[src/rtl/event_source_latch_pkg.sv]
// Shared constants for the event source latch: CPU data width and the event-count ceiling.
package event_source_latch_pkg;

    localparam int EVENT_DATA_W  = 16;
    localparam int EVENT_MAX_NUM = 16;

    // Mask with the low n bits set, n in 1..EVENT_MAX_NUM.
    function automatic logic [EVENT_DATA_W-1:0] low_ones(input int n);
        logic [31:0] v;
        v = (32'h1 << n) - 32'h1;
        return v[EVENT_DATA_W-1:0];
    endfunction

endpackage

[src/rtl/event_source_latch_edge_sync.sv]
// One event line: SYNC_STAGES-flop synchronizer plus a previous-value flop.
// Emits a single-cycle pulse on a synchronized rising edge; no backpressure.
module event_source_latch_edge_sync #(
    parameter int SYNC_STAGES = 2
) (
    input  logic i_clk,
    input  logic i_rst,
    input  logic i_raw,
    output logic o_rise
);

    logic [SYNC_STAGES-1:0] r_sync;
    logic                   r_prev;

    always_ff @(posedge i_clk or posedge i_rst) begin
        if (i_rst) begin
            r_sync <= '0;
            r_prev <= 1'b0;
        end else begin
            r_sync <= {r_sync[SYNC_STAGES-2:0], i_raw};
            r_prev <= r_sync[SYNC_STAGES-1];
        end
    end

    // Reset clears the chain, so an input held high through reset reads as a new edge.
    assign o_rise = r_sync[SYNC_STAGES-1] & ~r_prev;

endmodule

[src/rtl/event_source_latch.sv]
// Latches synchronized peripheral edges as pending levels until CPU ack; raw_in to event_signals is SYNC_STAGES+1 cycles.
// Optional sticky overrun flags when EVENT_SOURCE_OVERRUN_EN is defined; otherwise overrun_out reads zero.
module event_source_latch
    import event_source_latch_pkg::*;
#(
    parameter int NUM_EVENTS  = 6,
    parameter int SYNC_STAGES = 2
) (
    input  logic                    sysclk,
    input  logic                    sysreset,
    input  logic [NUM_EVENTS-1:0]   raw_in,
    input  logic                    ack_load,
    input  logic                    mask_load,
    input  logic [EVENT_DATA_W-1:0] data_in,
    output logic [NUM_EVENTS-1:0]   event_signals,
    output logic [EVENT_DATA_W-1:0] pending_out,
    output logic [EVENT_DATA_W-1:0] mask_out,
    output logic [EVENT_DATA_W-1:0] overrun_out
);

    logic [NUM_EVENTS-1:0] w_rise;
    logic [NUM_EVENTS-1:0] w_ack;
    logic [NUM_EVENTS-1:0] w_hit;
    logic [NUM_EVENTS-1:0] r_pending;
    logic [NUM_EVENTS-1:0] r_mask;
    logic                  w_unused_data;
    logic [EVENT_DATA_W-1:0] w_mask_rst;

    genvar gi;
    generate
        for (gi = 0; gi < NUM_EVENTS; gi++) begin : g_sync
            event_source_latch_edge_sync #(
                .SYNC_STAGES (SYNC_STAGES)
            ) u_sync (
                .i_clk  (sysclk),
                .i_rst  (sysreset),
                .i_raw  (raw_in[gi]),
                .o_rise (w_rise[gi])
            );
        end
    endgenerate

    assign w_unused_data = ^data_in;
    assign w_mask_rst    = low_ones(NUM_EVENTS);
    assign w_ack         = ack_load ? data_in[NUM_EVENTS-1:0] : '0;
    assign w_hit         = w_rise & r_mask;

    // Set term is OR'd after the clear so a same-cycle edge is never lost to an ack.
    always_ff @(posedge sysclk or posedge sysreset) begin
        if (sysreset) begin
            r_pending <= '0;
            r_mask    <= w_mask_rst[NUM_EVENTS-1:0];
        end else begin
            r_pending <= (r_pending & ~w_ack) | w_hit;
            if (mask_load) begin
                r_mask <= data_in[NUM_EVENTS-1:0];
            end
        end
    end

    assign event_signals = r_pending;

    always_comb begin
        pending_out                 = '0;
        pending_out[NUM_EVENTS-1:0] = r_pending;
        mask_out                    = '0;
        mask_out[NUM_EVENTS-1:0]    = r_mask;
    end

`ifdef EVENT_SOURCE_OVERRUN_EN
    logic [NUM_EVENTS-1:0] r_overrun;

    always_ff @(posedge sysclk or posedge sysreset) begin
        if (sysreset) begin
            r_overrun <= '0;
        end else begin
            r_overrun <= (r_overrun & ~w_ack) | (w_hit & r_pending & ~w_ack);
        end
    end

    always_comb begin
        overrun_out                 = '0;
        overrun_out[NUM_EVENTS-1:0] = r_overrun;
    end
`else
    assign overrun_out = 16'h0000;
`endif

endmodule

[config.mk]
export PLATFORM = sky130hd
export DESIGN_NAME = event_source_latch
export DESIGN_NICKNAME = d
export VERILOG_FILES = /design/src/rtl/event_source_latch_pkg.sv /design/src/rtl/event_source_latch_edge_sync.sv /design/src/rtl/event_source_latch.sv
export SDC_FILE = /design/constraint.sdc
export NUM_CORES = 1
export LEC_CHECK = 0
export BUFFER_PORTS_ARGS = -buffer_cell sky130_fd_sc_hd__buf_2
export CAP_MARGIN = 20
export CORE_MARGIN = 1.5
export CORE_UTILIZATION = 30
export DETAILED_ROUTE_END_ITERATION = 8
export PLACE_DENSITY = 0.65
export SKIP_LAST_GASP = 1
export SLEW_MARGIN = 20
export SYNTH_ARGS = -nofsm -noshare
export SYNTH_HDL_FRONTEND = slang
export SYNTH_HIERARCHICAL = 1
export SYNTH_SLANG_ARGS = --single-unit
[constraint.sdc]
create_clock -name sysclk -period 1 [get_ports sysclk]
set_input_delay 0.3 -clock sysclk [delete_from_list [all_inputs] [get_ports sysclk]]
set_output_delay 0.3 -clock sysclk [all_outputs]
set_load 0.05 [all_outputs]
==> results.toml <==
[worst_hold_path]
hold_path.class = "primary input to async pin"

[cts]
clk_pin_slew_ns = 0.07
h-tree-depth = 2
cts.sinks = 30
root_buffer = "clkbuf_8"
cts_max_path_buffers = 2
cts_tree = "yes"
clk_latency_ns = 0.28
cts_buffers = 5

[logic_synthesis]
synth_seq_cells = 30
synth_edf_count = 0
synth_top_cell_by_area = "dfrtp_1"
yosys_warnings = 6
ys_types = 10
seq_area_frac_synth_pct = 55.6
synthCells = 105
synthFlopType = "dfrtp_1"
synth_area_leaders = "dfrtp_1 44%, buf_4 23%, dfstp_2 12%"
synth_most_common_cell = "buf_4"
syn_area_mm2 = 0.00136
synthArstFlopShare_pct = 100
syn_avg_cell_area_um2 = 13.0
synth.top_cell.area_share_pct = 44.1
synth_top_cells_by_count = "42 x buf_4, 24 x dfrtp_1, 7 x inv_1"

[worst_setup_path]
startpoint_type = "flip-flop"
crit_path_start = "r_mask[0]$_DFFE_PP1P_"
path_max_fanout = 2
worst_path_dominant_cell_family = "flip-flops"
slowest_delay_ns = 0.56
worstPathCellList = "buf_8"
critPathArrivalTime_ns = 0.98
required_ns = 0.70
slowest_stage = "dfstp_2"
cp_num_buf_inv = 1
r2r-start = "r_mask[3]$_DFFE_PP1P_"
cp-end-kind = "output pin"
crit_type = "flip-flop to output pin"
r2r_setup_slack_ns = 0.05

[detailed_routing]
ant_nets = 0
drc_errors = 0
routedWlPerCell_um = 10.3
viasPerCell = 3.56
first_pass_iters = 3
vias = 722
wl_um = 2100
drtIter0Drc = 32

[global_routing]
grt_overflow = 0
met3_usage_pct = 5.92
grt_pass1_vias = 690
met2_usage_pct = 13.6
grt_pass1_wl_um = 3450
track_usage_pct = 9.61
grt_max_degree = 13
top_usage_layer = "met2"
antenna_found_initial = 0
use_met1_pct = 11.1

[floorplanning]
core-area_mm2 = 0.00435
die-area_mm2 = 0.00496
initial_utilization_pct = 31.3
fp-row-count = 24
fp.dieH_um = 70.4
die_x_um = 70.4
ios = 80

[timing]
max_freq_mhz = 779
clock_skew_ns = 0.00824
worst_slack_ns = -0.284
rsz0062_at_grt = "yes"
timing_hold_violations_final = 0
timing.final.crit_share_pct = 128
period_needed_ns = 1.28
setup_viol = 18
report.final.slew_viol_count = 0

[finish]
fin_cells = 203
drive_above_1_share_pct = 51.0
area_growth_pct = 28.7
seq_area_um2 = 766
fillers = 430
design_area_mm2 = 0.00175
multi_input_area_um2 = 383
diodes = 0
fin_nets = 176

[pwr]
ir_worst_vdd_uv = 849
swShare_pct = 33.9
power_density_mw_per_mm2 = 2180
total_power_mw = 3.82
clkPwrFrac_pct = 32.5
p_comb_share_pct = 30.2
leakagePower_nw = 0.924
internal_power_mw = 2.53
switchingPower_mw = 1.30
pwr-share-seq_pct = 37.2

[run]
cap_violations = 0

[placement]
dp_hpwl_um = 1510
dp_cells = 188
postPlaceCellArea_mm2 = 0.00145
gp_congestion = 0.646
portBuffers = 33

[run_status]
status = "finished with violations"
violations = "negative setup slack"
## cell usage in the layout, fill, tap and decap left out, types with 6 or more instances in the layout
cell and n:
conb_1 36, dfrtp_1 18, buf_2 15, buf_4 13, buf_6 12, inv_1 7, mux2_4 6, nand2_1 6
a22o_1 6, clkbuf_8 6, dfrtp_2 6, nor2b_4 6, buf_8 6, dfstp_2 6
## power groups by stage
stage	Sequential [mW]	Combinational [mW]	Clock, mW
after CTS	1.42	1.15	1.30
final	1.42	1.16	1.24
after floorplan	1.65	0.767	0
after detailed placement	1.42	0.967	0
after global routing	1.44	1.20	1.35
after global placement	1.41	0.961	0
## final timing paths
check	end	cells past startpoint
min	event_signals[1]$_DFF_PP0_	2
max	mask_out[0]	1
min reg2reg	g_sync[1].u_sync/r_sync[1]$_DFF_PP0_	0
max reg2reg	r_mask[3]$_DFFE_PP1P_	3
min in group sysclk	g_sync[3].u_sync/r_sync[0]$_DFF_PP0_	1
max in group asynchronous	event_signals[2]$_DFF_PP0_	2
## cell families (layout without fill, tap and decap cells)
group,after synthesis,after routing,synth area share (%)
AOI/OAI and AO/OA,6,6,3.86
buffers and inverters,50,61,25.9
DFF,30,30,55.6
muxes,6,6,6.61
other,1,36,0.275
and+or+nand+nor,12,12,7.71
## timing repair
| action | 4_1_cts | 5_1_grt |
|---|---|---|
| setup buffers | 5 | 2 |
| endpoints found under the hold margin | 0 | 0 |
| hold buffers | 0 | 0 |
| gates resized for setup | 42 | 0 |
| endpoints found under the setup margin | 18 | 18 |
| cloned | 0 | 0 |
## sequential cells by signal (all words and copies together) (netlist names)
register	flops
event_signals	6
g_sync.u_sync/r_prev	6
g_sync.u_sync/r_sync	12
r_mask	6
## final cells by class
class	instances	share of cell area, %
Clock buffer	7	4.92
Clock inverter	1	1.71
Inverter	7	1.50
Multi-Input combinational cell	60	21.8
Sequential cell	30	43.7
Tap cell	52	3.71
Timing Repair Buffer	46	22.7
## per-stage QoR
stage          setup slack [ns]  utilization, %  setup TNS [ns]  hold slack (ns)
2_1_floorplan          -0.00635               -         -0.0378           0.0536
3_3_place_gp            -0.0725            33.3          -0.369            0.331
3_5_place_dp            -0.0846            33.3          -0.402            0.336
4_1_cts                  -0.300            39.9           -3.91           0.0331
5_1_grt                  -0.320            40.3           -4.20           0.0354
6_report                 -0.284            40.3           -3.62           0.0354
## metal layers
layer	vias up	routed length, µm
li1	337	-
met1	341	781
met2	37	1050
met3	7	215
met4	0	48
met5	-	0
## worst reg2reg max path: stages, from the launching register on
cell and delay (ns):
dfstp_2 0.38, buf_4 0.12, buf_4 0.12, mux2_4 0.26
Power figures use the tool's default switching activity.
